===== src/rtl/fb_access_arbiter_if.sv =====
// ---------------------------------------------------------------------------
// fb_access_arbiter_if
//
// Bundles every non-clock, non-reset signal of fb_access_arbiter: the
// display read path, the sensor write path, the BRAM port and the status
// outputs. Signal names keep the i_/o_ prefixes as seen from the arbiter.
//
//   slave  : the arbiter side (drives o_*, samples i_*)
//   master : the surrounding system / bench (drives i_*, samples o_*)
//
// Display read : i_frame, i_rd_req, i_rd_addr -> o_rd_valid, o_rd_data
// Sensor write : i_wr_valid, i_wr_addr, i_wr_data, i_wr_last -> o_wr_ready
// BRAM port    : o_mem_en, o_mem_we, o_mem_addr, o_mem_wdata <- i_mem_rdata
// Status       : o_disp_bank, o_stale_cnt, o_addr_err
// ---------------------------------------------------------------------------
interface fb_access_arbiter_if #(
  parameter int p_addr_width = 15,
  parameter int p_data_width = 8
);

  // display read path
  logic                    i_frame;
  logic                    i_rd_req;
  logic [p_addr_width-1:0] i_rd_addr;
  logic                    o_rd_valid;
  logic [p_data_width-1:0] o_rd_data;

  // sensor write path
  logic                    i_wr_valid;
  logic [p_addr_width-1:0] i_wr_addr;
  logic [p_data_width-1:0] i_wr_data;
  logic                    i_wr_last;
  logic                    o_wr_ready;

  // BRAM port; o_mem_addr MSB selects the bank
  logic                    o_mem_en;
  logic                    o_mem_we;
  logic [p_addr_width:0]   o_mem_addr;
  logic [p_data_width-1:0] o_mem_wdata;
  logic [p_data_width-1:0] i_mem_rdata;

  // status
  logic                    o_disp_bank;
  logic [7:0]              o_stale_cnt;
  logic                    o_addr_err;

  modport slave (
    input  i_frame, i_rd_req, i_rd_addr,
    input  i_wr_valid, i_wr_addr, i_wr_data, i_wr_last,
    input  i_mem_rdata,
    output o_rd_valid, o_rd_data, o_wr_ready,
    output o_mem_en, o_mem_we, o_mem_addr, o_mem_wdata,
    output o_disp_bank, o_stale_cnt, o_addr_err
  );

  modport master (
    output i_frame, i_rd_req, i_rd_addr,
    output i_wr_valid, i_wr_addr, i_wr_data, i_wr_last,
    output i_mem_rdata,
    input  o_rd_valid, o_rd_data, o_wr_ready,
    input  o_mem_en, o_mem_we, o_mem_addr, o_mem_wdata,
    input  o_disp_bank, o_stale_cnt, o_addr_err
  );

endinterface


===== src/rtl/fb_access_arbiter.sv =====
// ---------------------------------------------------------------------------
// fb_access_arbiter
//
// Shares one single-port framebuffer BRAM between the display read path
// (pixel rate, fixed latency, never stalled) and the thermal-sensor write
// path (160x120 frames, valid/ready). The writer only gets cycles the display
// leaves idle. With ping-pong buffering the writer fills the hidden bank and
// the banks swap on the next display frame start after a complete sensor
// frame, so a half-written frame is never shown.
//
// Build option:
//   FB_DOUBLE_BUFFER_EN  defined   : ping-pong banks, WRITE/HOLD handshake,
//                                    stale-frame counter.
//                        undefined : single bank; bank bit and o_disp_bank
//                                    are 0, i_wr_last and i_frame are
//                                    ignored, o_stale_cnt stays 0.
//
// Ports:
//   i_clk_pixel  pixel clock
//   i_rst        synchronous active-high reset
//   bus          fb_access_arbiter_if.slave
//                  display : i_frame, i_rd_req, i_rd_addr, o_rd_valid, o_rd_data
//                  writer  : i_wr_valid, i_wr_addr, i_wr_data, i_wr_last, o_wr_ready
//                  BRAM    : o_mem_en, o_mem_we, o_mem_addr, o_mem_wdata, i_mem_rdata
//                  status  : o_disp_bank, o_stale_cnt, o_addr_err
// ---------------------------------------------------------------------------
module fb_access_arbiter #(
  parameter int p_addr_width = 15,
  parameter int p_data_width = 8,
  parameter int p_fb_pixels  = 19200,
  parameter int p_rd_latency = 1
) (
  input logic                i_clk_pixel,
  input logic                i_rst,
  fb_access_arbiter_if.slave bus
);

  typedef enum logic [0:0] {
    ST_WRITE = 1'b0,
    ST_HOLD  = 1'b1
  } state_t;

  localparam logic [p_addr_width:0] lp_fb_pixels = (p_addr_width + 1)'(p_fb_pixels);

  // control state
  state_t     state_q, state_d;
  logic       disp_bank_q, disp_bank_d;
  logic       wr_bank_q, wr_bank_d;
  logic [7:0] stale_q, stale_d;
  logic       addr_err_q;

  // read-valid shift register, one stage per cycle of command + BRAM latency
  logic [p_rd_latency:0] vld_p;

  // registered BRAM command
  logic                    mem_en_p0;
  logic                    mem_we_p0;
  logic [p_addr_width:0]   mem_addr_p0;
  logic [p_data_width-1:0] mem_wdata_p0;

  logic wr_ready;
  logic wr_acc;
  logic wr_addr_ok;
  logic rd_bank_sel;
  logic wr_bank_sel;

  function automatic logic [7:0] sat_inc8(input logic [7:0] v);
    return (v == 8'hFF) ? v : v + 8'd1;
  endfunction

  // Display has absolute priority; in HOLD the finished frame must not be
  // overwritten, so the writer is stalled until the swap.
  assign wr_ready   = !bus.i_rd_req && (state_q == ST_WRITE);
  assign wr_acc     = bus.i_wr_valid && wr_ready;
  assign wr_addr_ok = ({1'b0, bus.i_wr_addr} < lp_fb_pixels);

`ifdef FB_DOUBLE_BUFFER_EN
  logic frame_done;

  assign frame_done  = wr_acc && bus.i_wr_last;
  assign rd_bank_sel = disp_bank_q;
  assign wr_bank_sel = wr_bank_q;

  // A frame start swaps only once the writer has completed a frame. When the
  // last beat and the frame start coincide the swap still happens now; the
  // beat's command was formed from the pre-swap wr_bank, so it lands in the
  // frame that becomes visible.
  always_comb begin
    state_d     = state_q;
    disp_bank_d = disp_bank_q;
    wr_bank_d   = wr_bank_q;
    stale_d     = stale_q;
    unique case (state_q)
      ST_WRITE: begin
        if (bus.i_frame && frame_done) begin
          disp_bank_d = wr_bank_q;
          wr_bank_d   = disp_bank_q;
          stale_d     = 8'd0;
        end else if (bus.i_frame) begin
          stale_d = sat_inc8(stale_q);
        end else if (frame_done) begin
          state_d = ST_HOLD;
        end
      end
      ST_HOLD: begin
        if (bus.i_frame) begin
          disp_bank_d = wr_bank_q;
          wr_bank_d   = disp_bank_q;
          stale_d     = 8'd0;
          state_d     = ST_WRITE;
        end
      end
      default: state_d = ST_WRITE;
    endcase
  end
`else
  // Single bank: frame boundaries carry no meaning for the arbiter.
  logic unused_frame_sigs;

  assign unused_frame_sigs = ^{bus.i_frame, bus.i_wr_last};
  assign rd_bank_sel       = 1'b0;
  assign wr_bank_sel       = 1'b0;

  always_comb begin
    state_d     = ST_WRITE;
    disp_bank_d = disp_bank_q;
    wr_bank_d   = wr_bank_q;
    stale_d     = stale_q;
  end
`endif

  always_ff @(posedge i_clk_pixel) begin
    if (i_rst) begin
      state_q     <= ST_WRITE;
      disp_bank_q <= 1'b0;
      wr_bank_q   <= 1'b1;
      stale_q     <= 8'd0;
      addr_err_q  <= 1'b0;
    end else begin
      state_q     <= state_d;
      disp_bank_q <= disp_bank_d;
      wr_bank_q   <= wr_bank_d;
      stale_q     <= stale_d;
      if (wr_acc && !wr_addr_ok) begin
        addr_err_q <= 1'b1;
      end
    end
  end

  // ---- stage p0: BRAM command register ----
  // Out-of-range writes are consumed without touching the BRAM; address and
  // data keep their previous values whenever no access is issued.
  always_ff @(posedge i_clk_pixel) begin
    if (i_rst) begin
      mem_en_p0    <= 1'b0;
      mem_we_p0    <= 1'b0;
      mem_addr_p0  <= '0;
      mem_wdata_p0 <= '0;
    end else if (bus.i_rd_req) begin
      mem_en_p0   <= 1'b1;
      mem_we_p0   <= 1'b0;
      mem_addr_p0 <= {rd_bank_sel, bus.i_rd_addr};
    end else if (wr_acc && wr_addr_ok) begin
      mem_en_p0    <= 1'b1;
      mem_we_p0    <= 1'b1;
      mem_addr_p0  <= {wr_bank_sel, bus.i_wr_addr};
      mem_wdata_p0 <= bus.i_wr_data;
    end else begin
      mem_en_p0 <= 1'b0;
      mem_we_p0 <= 1'b0;
    end
  end

  // ---- stages p0..pN: read-valid pipeline ----
  always_ff @(posedge i_clk_pixel) begin
    if (i_rst) begin
      vld_p <= '0;
    end else begin
      vld_p[0] <= bus.i_rd_req;
      for (int k = 1; k <= p_rd_latency; k++) begin
        vld_p[k] <= vld_p[k-1];
      end
    end
  end

  assign bus.o_wr_ready  = wr_ready;
  assign bus.o_rd_valid  = vld_p[p_rd_latency];
  assign bus.o_rd_data   = bus.i_mem_rdata;
  assign bus.o_mem_en    = mem_en_p0;
  assign bus.o_mem_we    = mem_we_p0;
  assign bus.o_mem_addr  = mem_addr_p0;
  assign bus.o_mem_wdata = mem_wdata_p0;
  assign bus.o_disp_bank = disp_bank_q;
  assign bus.o_stale_cnt = stale_q;
  assign bus.o_addr_err  = addr_err_q;

endmodule


===== src/flat_wrapper.sv =====
// flat-port wrapper written by rule: the top's interface ports become plain ports
module fb_access_arbiter_flat 
#(
  parameter int p_addr_width = 15,
  parameter int p_data_width = 8,
  parameter int p_fb_pixels  = 19200,
  parameter int p_rd_latency = 1
)
  (i_clk_pixel, i_rst, bus_i_frame, bus_i_rd_req, bus_i_rd_addr, bus_i_wr_valid, bus_i_wr_addr, bus_i_wr_data, bus_i_wr_last, bus_i_mem_rdata, bus_o_rd_valid, bus_o_rd_data, bus_o_wr_ready, bus_o_mem_en, bus_o_mem_we, bus_o_mem_addr, bus_o_mem_wdata, bus_o_disp_bank, bus_o_stale_cnt, bus_o_addr_err);
  fb_access_arbiter_if #(.p_addr_width(p_addr_width), .p_data_width(p_data_width)) bus_i ();
  input logic i_clk_pixel;
  input logic i_rst;
  input wire logic [$bits(bus_i.i_frame)-1:0] bus_i_frame;
  input wire logic [$bits(bus_i.i_rd_req)-1:0] bus_i_rd_req;
  input wire logic [$bits(bus_i.i_rd_addr)-1:0] bus_i_rd_addr;
  input wire logic [$bits(bus_i.i_wr_valid)-1:0] bus_i_wr_valid;
  input wire logic [$bits(bus_i.i_wr_addr)-1:0] bus_i_wr_addr;
  input wire logic [$bits(bus_i.i_wr_data)-1:0] bus_i_wr_data;
  input wire logic [$bits(bus_i.i_wr_last)-1:0] bus_i_wr_last;
  input wire logic [$bits(bus_i.i_mem_rdata)-1:0] bus_i_mem_rdata;
  output wire logic [$bits(bus_i.o_rd_valid)-1:0] bus_o_rd_valid;
  output wire logic [$bits(bus_i.o_rd_data)-1:0] bus_o_rd_data;
  output wire logic [$bits(bus_i.o_wr_ready)-1:0] bus_o_wr_ready;
  output wire logic [$bits(bus_i.o_mem_en)-1:0] bus_o_mem_en;
  output wire logic [$bits(bus_i.o_mem_we)-1:0] bus_o_mem_we;
  output wire logic [$bits(bus_i.o_mem_addr)-1:0] bus_o_mem_addr;
  output wire logic [$bits(bus_i.o_mem_wdata)-1:0] bus_o_mem_wdata;
  output wire logic [$bits(bus_i.o_disp_bank)-1:0] bus_o_disp_bank;
  output wire logic [$bits(bus_i.o_stale_cnt)-1:0] bus_o_stale_cnt;
  output wire logic [$bits(bus_i.o_addr_err)-1:0] bus_o_addr_err;
  assign bus_i.i_frame = bus_i_frame;
  assign bus_i.i_rd_req = bus_i_rd_req;
  assign bus_i.i_rd_addr = bus_i_rd_addr;
  assign bus_i.i_wr_valid = bus_i_wr_valid;
  assign bus_i.i_wr_addr = bus_i_wr_addr;
  assign bus_i.i_wr_data = bus_i_wr_data;
  assign bus_i.i_wr_last = bus_i_wr_last;
  assign bus_i.i_mem_rdata = bus_i_mem_rdata;
  assign bus_o_rd_valid = bus_i.o_rd_valid;
  assign bus_o_rd_data = bus_i.o_rd_data;
  assign bus_o_wr_ready = bus_i.o_wr_ready;
  assign bus_o_mem_en = bus_i.o_mem_en;
  assign bus_o_mem_we = bus_i.o_mem_we;
  assign bus_o_mem_addr = bus_i.o_mem_addr;
  assign bus_o_mem_wdata = bus_i.o_mem_wdata;
  assign bus_o_disp_bank = bus_i.o_disp_bank;
  assign bus_o_stale_cnt = bus_i.o_stale_cnt;
  assign bus_o_addr_err = bus_i.o_addr_err;
  fb_access_arbiter #(.p_addr_width(p_addr_width), .p_data_width(p_data_width), .p_fb_pixels(p_fb_pixels), .p_rd_latency(p_rd_latency)) u_core (.i_clk_pixel(i_clk_pixel), .i_rst(i_rst), .bus(bus_i));
endmodule

===== config.mk =====
export PLATFORM = sky130hd
export DESIGN_NAME = fb_access_arbiter_flat
export DESIGN_NICKNAME = d
export VERILOG_FILES = /design/src/rtl/fb_access_arbiter_if.sv /design/src/rtl/fb_access_arbiter.sv /design/src/flat_wrapper.sv
export SDC_FILE = /design/constraint.sdc
export NUM_CORES = 1
export LEC_CHECK = 0
export CORE_MARGIN = 2
export CORE_UTILIZATION = 33
export DETAILED_ROUTE_END_ITERATION = 10
export PLACE_DENSITY = 0.78
export RECOVER_POWER = 100
export SETUP_SLACK_MARGIN = 0.5
export SYNTH_ARGS = -nofsm -noshare
export SYNTH_HDL_FRONTEND = slang
export SYNTH_SLANG_ARGS = --single-unit

===== constraint.sdc =====
create_clock -name i_clk_pixel -period 1.9 [get_ports i_clk_pixel]
set_clock_uncertainty 0.05 [all_clocks]
set_input_delay 0.38 -clock i_clk_pixel [delete_from_list [all_inputs] [get_ports i_clk_pixel]]
set_output_delay 0.38 -clock i_clk_pixel [all_outputs]
set_load 0.005 [all_outputs]

; ---- After elaboration in Yosys (flattened, before gate mapping)
; Index checks and enable logic that the tools add are counted.
[word_totals]
ff_bits = 28
input_bits = 52
out_inout_bits = 46
elab_cells = 20
[op_classes]
mux = 4
n_bitwise = 1
reduce_logical = 8
magnitude_cmp = 1
[op_table]
columns = operator, n
row1 = $mux 15, 2
row2 = $lt 15x15->1 const B, 1
row3 = $logic_and 1x1->1, 3
row4 = $logic_not 1->1, 2
row5 = $mux 1, 2
row6 = $reduce_and 2->1, 1
row7 = $reduce_bool 2->1, 1
row8 = $reduce_or 2->1, 1
row9 = $not 1->1, 1

; ---- Depth between registers and ports, before layout
; Gate-level depths: netlist of run 1.
[logic_depth]
word_depth = 5
ltp_mapped = 7
depth_no_buf = 4

; ---- Worst setup path before layout of run 1
; OpenSTA, ideal clock, no wires.
[synth_timing]
kind = input port to flip-flop
start = input bus_i_rd_req
end = register u_core.mem_addr_p0[10], in the netlist u_core.bus.o_mem_addr[10]
t_arrival_ps = 1338
slack_ps = 390
path_stages = 7
t_required_ps = 1728
setup_ps = 122
path_buffers = 3
path_cell_list = buf_2 > nor2b_2 > o211ai_2 > buf_6 > nor2_4 > buf_6 > a221o_1
[synth_between]
elab_chain_cells = 4
word_cells_on_any_way = 5
classes_between = mux (1) / reduce/logical (4)
[synth_rtl]
columns = item, line_no
row1 = from (decl), flat_wrapper.sv:14  ; input wire logic [$bits(bus_i.i_rd_req)-1:0] bus_i_rd_req;
row2 = $logic_not 1->1, fb_access_arbiter.sv:73  ; assign wr_ready = !bus.i_rd_req && (state_q == ST_WRITE);
row3 = $logic_and 1x1->1, fb_access_arbiter.sv:74  ; assign wr_acc = bus.i_wr_valid && wr_ready;
row4 = $logic_and 1x1->1, fb_access_arbiter.sv:163  ; end else if (wr_acc && wr_addr_ok) begin
row5 = $reduce_bool 2->1 (no line), n/a
row6 = to (signal assigned), fb_access_arbiter.sv:162  ; mem_addr_p0 <= {rd_bank_sel, bus.i_rd_addr};
row7 = to (signal assigned), fb_access_arbiter.sv:166  ; mem_addr_p0 <= {wr_bank_sel, bus.i_wr_addr};
row8 = to (decl), fb_access_arbiter.sv:58  ; logic [p_addr_width:0] mem_addr_p0;
; Parallel ways exist; a longest one is shown, timed or not.
; A chain may end at the register's enable or synchronous reset.

; ---- Final worst setup path of run 1
[layout_timing]
start = input bus_i_wr_addr[12]
end = register u_core.mem_wdata_p0[0], in the netlist u_core.bus.o_mem_wdata[0]
[layout_between]
elab_chain_cells = 3
[layout_rtl]
columns = item, line_no
row1 = from (decl), flat_wrapper.sv:17  ; input wire logic [$bits(bus_i.i_wr_addr)-1:0] bus_i_wr_addr;
row2 = $lt 15x15->1, fb_access_arbiter.sv:75  ; assign wr_addr_ok = ({1'b0, bus.i_wr_addr} < lp_fb_pixels);
row3 = $logic_and 1x1->1, fb_access_arbiter.sv:163
row4 = $reduce_and 2->1 (no line), n/a
row5 = to (signal assigned), fb_access_arbiter.sv:167  ; mem_wdata_p0 <= bus.i_wr_data;
row6 = to (decl), fb_access_arbiter.sv:59  ; logic [p_data_width-1:0] mem_wdata_p0;
; No other way between the ends.

==> impl_metrics.tcl, run 1 <==
set metrics [dict create \
    status "finished clean" \
    timing.final.crit_share_pct 82.58 \
    nFillCells 360 \
    clockRootBuffer "clkbuf_8" \
    tightestPinTransition_ps 551.6 \
    r2r_cells 2 \
    nets 258 \
    setup_viol 0 \
    yosysWarnings 0 \
    syn2layout_area_growth_pct 63.17 \
    drt_iter0_drc 26 \
    initial_utilization_pct 34.13 \
    drc 0 \
    synth_compound_area_share_pct 17.15 \
    portBuffers 69 \
    grt-ovfl-total 0 \
    clock_path_buffers 2 \
    ys_seq_area_share_pct 45.21 \
    crit_start "bus_i_wr_addr[12]" \
    crit_family "buffers and inverters" \
    synth_xor_xnor_area_share_pct 0 \
    cts_hold_buf 0 \
    startpoint_type "input pin" \
    synthAdderAreaFrac_pct 0 \
    die-height_um 65.30 \
    drive_gt1_share_pct 17.56 \
    crit_fanout 5 \
    yosys.area_share.simple_pct 15.04 \
    rr_startpoint "u_core.bus.o_mem_addr[9]$_SDFFE_PP0P_" \
    clock.fmax_mhz 637.3 \
    rsz0062_at_grt "false" \
    num_antenna_cells 0 \
    critPathKind "input pin to flop" \
    cp_common_cell "clkbuf_1" \
    critPathMaxStageDelay_ps 360 \
    grt_usage_pct 15.89 \
    setup_tns_ps 0 \
    synth-async-reset-ratio_pct 0 \
    post-route-min-period_ps 1569 \
    cts_buffers 3 \
    path_cells "clkdlybuf4s25_1 -> o21ai_0 -> clkbuf_1 -> o211ai_4 -> clkbuf_1 -> mux2i_1 -> nor2_1" \
    syn_area_um2 1240 \
    avgRoutedWirePerCell_um 12.91 \
    dp.cells 238 \
    die_w_um 65.30 \
    ff2ff_setup_slack_ps 990 \
    required_ps 2020 \
    hold_class "input pin to flop" \
    clk_pin_slew_ps 90 \
    slew_headroom_pct 63.15 \
    power.leakage_nw 0.9846 \
    timing.hold.ws_ps 325.7 \
    numClockSinks 28 \
    synthMuxAreaShare_pct 6.458 \
    hold_viol_final 0 \
    vias_per_cell 4.561 \
    synth_top_family_by_area "compound AO/OA/AOI/OAI gates" \
    powerDensity_nw_per_um2 629.8 \
    cts_tree "built" \
    grt_max_degree 17 \
    hpwl_mm 2.375 \
    detailroute.via_count 1154 \
    htree_num_levels 1 \
    insertion_delay_ps 270 \
    wl_mm 3.265 \
    finalMaxSlewViolations 0 \
    io_pins 98 \
    postRouteAntennaNets 0 \
    maxCapViolCount 0 \
    cp-endpoint "u_core.bus.o_mem_wdata[0]$_SDFFE_PP0P_" \
    cp.depth 7 \
    cp_num_buf_inv 3 \
    fin_util_pct 55.68 \
    netlist_instances 123 \
    grt_pass1_wl_mm 5.147 \
    regToRegEndpoint "u_core.bus.o_mem_addr[9]$_SDFFE_PP0P_" \
    ys.flop_type "dfxtp_1" \
    fp.coreArea_um2 3633 \
    dieArea_um2 4263 \
    ir_drop_mv 0.3649 \
    crit_slowest_cell "clkbuf_1" \
    synth_edf_count 0 \
    final_cells 253 \
    crit_path_end_kind "flop" \
    row_count 22 \
    antenna_found_initial 0 \
    ys_types 27 \
    gp_congestion 0.7660 \
    drtPass1Iterations 4 \
    synth-seq-cells 28 \
    avgSynthCellArea_um2 10.08 \
    grt_pass1_vias 1129 \
    arrival_ps 1690 \
]
## Yosys cell counts (2+ instances only)
cell / instances / area share, %
dfxtp_1: 28 / 45
buf_4: 19 / 12
nor2_1: 14 / 4.2
a221o_1: 12 / 9.7
and2_1: 12 / 6.1
mux2i_1: 8 / 6.5
a21oi_1: 3 / 1.2
buf_6: 3 / 2.7
a221oi_1: 2 / 1.4
clkbuf_1: 2 / 0.61
nor2b_1: 2 / 1.0
nor3_1: 2 / 0.81
o211ai_1: 2 / 1.2
## final cells by class
cell class / instances / area, um^2 / area share, %
Multi-Input combinational cell: 78 / 539.3 / 26.65
Sequential cell: 28 / 560.5 / 27.71
Clock buffer: 4 / 55.05 / 2.721
Tap cell: 48 / 60.06 / 2.968
Timing Repair Buffer: 93 / 800.8 / 39.58
Inverter: 2 / 7.507 / 0.3711
## kinds of logic (layout without fill, tap and decap cells)
family,count (synthesis),count (layout)
AO/OA/AOI/OAI,25,25
AND/OR/NAND/NOR,34,35
flip-flops,28,28
other,1,10
multiplexers,8,8
buffers and inverters,27,99
## through the flow
step                power, mW  area, um^2  setup slack [ps]
floorplan              0.7746        1295             493.2
global placement       0.9285        1952            -351.3
detailed placement     0.9317        1952            -398.7
CTS                     1.295        2090             500.3
global route            1.332        2023             259.1
finish                  1.274        2023             331.0
## state kept, by name (all words and copies together), names as in the netlist
name / count
u_core.vld_p: 2
u_core.bus.o_mem_we: 1
u_core.bus.o_mem_addr: 15
u_core.bus.o_mem_en: 1
u_core.bus.o_addr_err: 1
u_core.bus.o_mem_wdata: 8
## routing by layer
layer	share of wire, %	GRT usage, %	wire [um]
met1	41	18.02	1343
met2	47	26.91	1534
met4	4.0	9.896	129
met5	0	0	0
met3	7.9	3.596	258
## where the power goes
group	switching, mW	total, mW	internal, mW
clock	0.182	0.367	0.186
combinational	0.101	0.270	0.169
sequential	0.0155	0.637	0.621
## cell usage in the layout (no fill, tap or decap), types with 4 or more instances in the layout
cell type	n
and2_1	12
clkdlybuf4s50_1	31
dlygate4sd2_1	30
clkbuf_8	4
a221o_1	12
buf_2	5
conb_1	10
nor2_1	14
mux2i_1	8
buf_4	16
buf_6	4
clkbuf_1	4
dfxtp_1	28
## worst min-delay path by stage
| stage | depth (start not counted) | slack, ps | start | endpoint |
|---|---|---|---|---|
| final | 2 | 330 | bus_i_wr_addr[8] | u_core.bus.o_mem_addr[8]$_SDFFE_PP0P_ |
| after global routing | 2 | 330 | bus_i_wr_addr[8] | u_core.bus.o_mem_addr[8]$_SDFFE_PP0P_ |
| after global placement | 1 | 370 | u_core.vld_p[0]$_SDFF_PP0_ | u_core.vld_p[1]$_SDFF_PP0_ |
| after detailed placement | 1 | 380 | u_core.vld_p[0]$_SDFF_PP0_ | u_core.vld_p[1]$_SDFF_PP0_ |
| after CTS | 2 | 340 | bus_i_wr_addr[9] | u_core.bus.o_mem_addr[9]$_SDFFE_PP0P_ |
| after floorplan | 1 | 360 | u_core.vld_p[0]$_SDFF_PP0_ | u_core.vld_p[1]$_SDFF_PP0_ |
## what timing repair did
action / in CTS / in global routing
cloned: 2 / 0
pin swaps: 9 / 3
buffers inserted: 9 / 0
gates resized for setup: 81 / 7
endpoints found under the setup margin: 52 / 19
## worst reg2reg max path, stage by stage (launching register included)
cell	delay [ps]
dfxtp_1	330
buf_4	130
a221o_1	310
Note: power is estimated with default switching activity, not from simulation.
==> run 2: changes to the inputs <==
==> constraint.sdc (replaced) <==
create_clock -name i_clk_pixel -period 1.6 [get_ports i_clk_pixel]
set_clock_uncertainty 0.05 [all_clocks]
set_input_delay 0.32 -clock i_clk_pixel [delete_from_list [all_inputs] [get_ports i_clk_pixel]]
set_output_delay 0.32 -clock i_clk_pixel [all_outputs]
set_load 0.005 [all_outputs]
==> run 2 against run 1 <==
Compared with the run above: register-to-register slack got worse by 310 ps; die area did not move; utilization grew 0.31 points; critical path depth down 1; first-iteration DRC count unchanged; design area is 0.56% higher; critical endpoint is now u_core.bus.o_mem_addr[11]$_SDFFE_PP0P_; largest cell class unchanged; highest routed layer unchanged.
==> impl_metrics.tcl, run 2 (synthesis gave the netlist of run 1 again) <==
set metrics [dict create \
    status "finished clean" \
    clock_path_buffers 2 \
    crit_fanout 7 \
    drtPass1Iterations 4 \
    post-place-ws_ps -658.0 \
    grt_pass1_wl_mm 5.244 \
    drc 0 \
    stdcell_area_um2 2034 \
    io_pins 98 \
    vias_per_cell 4.673 \
    grt_pass1_vias 1121 \
    syn2layout_area_growth_pct 64.08 \
    avgRoutedWirePerCell_um 13.75 \
    die-height_um 65.30 \
    dp.cells 239 \
    powerDensity_nw_per_um2 761.4 \
    nFillCells 341 \
    portBuffers 69 \
    power.leakage_nw 0.9581 \
    drt_iter0_drc 26 \
    dieArea_um2 4263 \
    setup_viol 0 \
    postRouteAntennaNets 0 \
    crit_path_end_kind "flop" \
    wl_met3_um 218 \
    p_total_mw 1.549 \
    placed_cell_area_um2 1964 \
    insertion_delay_ps 270 \
    initial_utilization_pct 34.13 \
    required_ps 1710 \
    die_w_um 65.30 \
    arrival_ps 1440 \
    detailroute.via_count 1187 \
    finalMaxSlewViolations 0 \
    startpoint_type "input pin" \
    clockRootBuffer "clkbuf_8" \
    row_count 22 \
    hold_class "input pin to flop" \
    antenna_found_initial 0 \
    clock.fmax_mhz 755.2 \
    cts_hold_buf 0 \
    critPathKind "input pin to flop" \
    maxCapViolCount 0 \
    num_antenna_cells 0 \
    drive_gt1_share_pct 33.98 \
    numClockSinks 28 \
    wl_mm 3.492 \
    met1Wirelength_mm 1.436 \
    clk_pin_slew_ps 100 \
    hold_viol_final 0 \
    nets 259 \
    gp_congestion 0.7113 \
    rsz0062_at_grt "true" \
    grt-ovfl-total 0 \
    highest_layer "met4" \
    grt_max_degree 16 \
    timing.final.crit_share_pct 82.76 \
    fp.coreArea_um2 3633 \
    final_cells 254 \
    post-route-min-period_ps 1324 \
    hpwl_mm 2.316 \
    final_cell_mix "clkdlybuf4s50_1, dfxtp_1, buf_2" \
    final_common_cell "clkdlybuf4s50_1" \
    ir_drop_mv 0.3652 \
    fin_ws_ps 275.9 \
    cts_buffers 3 \
    route.met2.wl_mm 1.806 \
    grt_usage_pct 15.77 \
    largest_register_ffs 15 \
    htree_num_levels 1 \
    cts_tree "built" \
    timing.hold.ws_ps 232.2 \
]
run 2: cell types whose count changed in the layout (fill, tap and decap cells not counted), moves of 2 or more:
| cell | change |
|---|---|
| dlygate4sd2_1 | -30 |
| buf_2 | +14 |
| buf_6 | +11 |
| clkbuf_1 | +3 |
| a221oi_1 | -2 |
| a221oi_2 | +2 |
| buf_8 | +2 |
run 2: per-stage QoR:
| stage | TNS, ps | utilization [%] |
|---|---|---|
| after floorplan | 0 | - |
| after global placement | -11080 | 54.06 |
| after detailed placement | -11660 | 54.06 |
| after CTS | 0 | 56.20 |
| after global routing | 0 | 55.99 |
| final | 0 | 55.99 |
run 2: final timing paths:
path / cells past startpoint / slack (ps) / startpoint / end
min: 2 / 230 / bus_i_wr_addr[9] / u_core.bus.o_mem_addr[9]$_SDFFE_PP0P_
max: 6 / 280 / bus_i_wr_addr[10] / u_core.bus.o_mem_addr[11]$_SDFFE_PP0P_
max reg2reg: 3 / 680 / u_core.bus.o_mem_addr[12]$_SDFFE_PP0P_ / u_core.bus.o_mem_addr[12]$_SDFFE_PP0P_
min reg2reg: 1 / 390 / u_core.vld_p[0]$_SDFF_PP0_ / u_core.vld_p[1]$_SDFF_PP0_
run 2: area by class of cell:
cell class                      instances  area [um^2]  share of cell area (%)
Clock buffer                            4        55.05                   2.706
Sequential cell                        28        560.5                   27.55
Inverter                                2        10.01                  0.4920
Tap cell                               48        60.06                   2.952
Timing Repair Buffer                   94        780.7                   38.38
Multi-Input combinational cell         78        568.0                   27.92
run 2: routing by layer:
layer	GRT usage [%]	vias up
met2	26.28	42
met5	0	-
li1	-	574
met1	19.68	569
met3	3.938	2
met4	5.729	0
run 2: worst max-delay path, stage by stage:
cell,delay (ps)
clkbuf_1,170
a21oi_4,40
clkbuf_1,140
o211ai_4,270
nor2_2,150
a221o_1,340
run 2: timing repair:
| action | in CTS | in global routing |
|---|---|---|
| pin swaps | 9 | 9 |
| endpoints found under the setup margin | 55 | 50 |
| gates resized for setup | 194 | 15 |
| gates cloned | 1 | 0 |
| buffers inserted | 8 | 2 |
run 2: power by group:
part | switching [mW] | total, mW | internal [mW] | leakage (nW)
Combinational | 0.128 | 0.345 | 0.217 | 0.699
Clock | 0.223 | 0.443 | 0.220 | 0.0288
Sequential | 0.0231 | 0.761 | 0.738 | 0.230
Total | 0.374 | 1.55 | 1.18 | 0.958
==> run 3: changes to the inputs <==
--- a/config.mk
+++ b/config.mk
@@ -6,9 +6,9 @@
 export NUM_CORES = 1
 export LEC_CHECK = 0
 export CORE_MARGIN = 2
-export CORE_UTILIZATION = 33
+export CORE_UTILIZATION = 29
 export DETAILED_ROUTE_END_ITERATION = 10
-export PLACE_DENSITY = 0.78
+export PLACE_DENSITY = 0.73
 export RECOVER_POWER = 100
 export SETUP_SLACK_MARGIN = 0.5
 export SYNTH_ARGS = -nofsm -noshare
==> constraint.sdc (replaced) <==
create_clock -name i_clk_pixel -period 1.2 [get_ports i_clk_pixel]
set_clock_uncertainty 0.05 [all_clocks]
set_input_delay 0.24 -clock i_clk_pixel [delete_from_list [all_inputs] [get_ports i_clk_pixel]]
set_output_delay 0.24 -clock i_clk_pixel [all_outputs]
set_load 0.005 [all_outputs]
==> run 3 against run 2 <==
Compared with the run above: the run now ends with negative setup slack left; worst hold slack got worse by 95 ps; critical path depth increased by 1; clock power increased by 69%; routed wire length increased by 3.8%; critical endpoint is now u_core.bus.o_mem_addr[0]$_SDFFE_PP0P_; flip-flop and latch count unchanged; sequential share of layout area decreased by 2.2 points; cell count increased by 2.0%; combinational power increased by 52%; critical path type unchanged; design area increased by 8.8%; utilization decreased by 1.4 points; global-route usage decreased by 0.73 points.
==> impl_metrics.tcl, run 3 (synthesis gave the netlist of run 1 again) <==
set metrics [dict create \
    cts_buffers 3 \
    antenna_found_initial 0 \
    htree_num_levels 1 \
    grt_max_degree 17 \
    startpoint_type "input pin" \
    avgRoutedWirePerCell_um 14.00 \
    status "finished, violations left" \
    post-route-min-period_ps 1229 \
    timing.final.crit_share_pct 102.4 \
    p_total_mw 2.289 \
    clockRootBuffer "clkbuf_8" \
    die_w_um 69.39 \
    postRouteAntennaNets 0 \
    hold_class "input pin to flop" \
    detailroute.via_count 1179 \
    syn2layout_area_growth_pct 78.51 \
    final_cells 259 \
    grt_pass1_wl_mm 5.789 \
    required_ps 1320 \
    use_met1_pct 18.68 \
    powerDensity_nw_per_um2 1034 \
    vias_per_cell 4.552 \
    numClockSinks 28 \
    final_cell_mix "clkdlybuf4s50_1, dfxtp_1, buf_6, buf_4, buf_2" \
    grt_usage_pct 15.04 \
    dp.cells 239 \
    rsz0062_at_grt "true" \
    drt_iter0_drc 62 \
    drtPass1Iterations 4 \
    hpwl_mm 2.435 \
    drc 0 \
    maxCapViolCount 0 \
    fin_ws_ps -28.53 \
    finalMaxSlewViolations 0 \
    setup_viol 10 \
    gp_congestion 0.7442 \
    fp.coreArea_um2 4058 \
    initial_utilization_pct 30.56 \
    cts_tree "built" \
    wl_mm 3.626 \
    clock_path_buffers 2 \
    nFillCells 373 \
    nets 262 \
    clock.fmax_mhz 814.0 \
    num_antenna_cells 0 \
    setup_tns_ps -120.8 \
    critPathKind "input pin to flop" \
    io_pins 98 \
    grt_pass1_vias 1171 \
    hold_viol_final 0 \
    ir_drop_mv 0.4423 \
    crit_fanout 6 \
    ff2ff_setup_slack_ps 220 \
    violations "negative setup slack" \
    insertion_delay_ps 270 \
    largest_register_ffs 15 \
    dieArea_um2 4815 \
    met2_usage_pct 25.21 \
    grt-ovfl-total 0 \
    row_count 23 \
    busiest_layer "met2" \
    crit_path_end_kind "flop" \
    power.leakage_nw 1.018 \
    drive_gt1_share_pct 39.71 \
    portBuffers 69 \
    use_met3_pct 4.215 \
    fin_util_pct 54.55 \
    arrival_ps 1350 \
    clk_pin_slew_ps 100 \
    final_common_cell "clkdlybuf4s50_1" \
    die-height_um 69.39 \
]
-- run 3: cell count changes in the layout (fill, tap and decap cells not counted), moves of 3 or more --
cell	change
buf_2	-4
clkbuf_1	-5
buf_4	+5
buf_6	+6
nor2_4	+3
-- run 3: worst paths after layout --
kind | from | endpoint | cells past startpoint
setup / recovery | bus_i_wr_addr[13] | u_core.bus.o_mem_addr[0]$_SDFFE_PP0P_ | 7
hold / removal | bus_i_wr_addr[8] | u_core.bus.o_mem_addr[8]$_SDFFE_PP0P_ | 2
setup reg to reg | u_core.bus.o_mem_addr[13]$_SDFFE_PP0P_ | u_core.bus.o_mem_addr[13]$_SDFFE_PP0P_ | 3
hold reg to reg | u_core.vld_p[0]$_SDFF_PP0_ | u_core.vld_p[1]$_SDFF_PP0_ | 1
-- run 3: through the flow --
| step | area [um^2] | setup WS [ps] | hold slack, ps |
|---|---|---|---|
| after floorplan | 1335 | -66.13 | 328.9 |
| after global placement | 1979 | -950.9 | 367.3 |
| after detailed placement | 1979 | -1004 | 373.9 |
| after CTS | 2182 | -21.22 | 131.0 |
| after global routing | 2213 | -66.79 | 130.7 |
| final | 2213 | -28.53 | 136.9 |
-- run 3: repair_timing --
action,in CTS,in global routing
endpoints found under the setup margin,56,54
hold buffers,0,0
cloned,3,0
endpoints found under the hold margin,0,0
gates resized for setup,206,20
pin swaps,16,13
setup buffers,10,3
-- run 3: report_power, final --
group          internal (mW)  leakage [nW]  switching (mW)
registers              0.985         0.231          0.0304
logic                  0.336         0.751           0.190
clock network          0.447        0.0357           0.301
-- run 3: layer usage --
layer / wire (um) / up-vias / part of all wire [%]
met2: 1759 / 39 / 49
met1: 1612 / 559 / 44
met5: 0 / - / 0
met3: 228 / 2 / 6.3
met4: 24 / 0 / 0.66
li1: - / 579 / -
-- run 3: worst max-delay path, cell delays in order --
cell	delay [ps]
buf_6	100
o21ai_4	150
o211ai_1	130
nor3b_4	180
buf_6	120
buf_12	120
a221o_1	300
-- run 3: area by class of cell --
type                    count  area (um^2)  area share [%]
multi-input cells          79        603.1           27.25
clock inverters             1        30.03           1.357
clock buffers               3        41.29           1.865
flip-flops and latches     28        561.8           25.38
repair buffers             96        894.6           40.42
well taps                  50        62.56           2.826
inverters                   2        20.02          0.9045
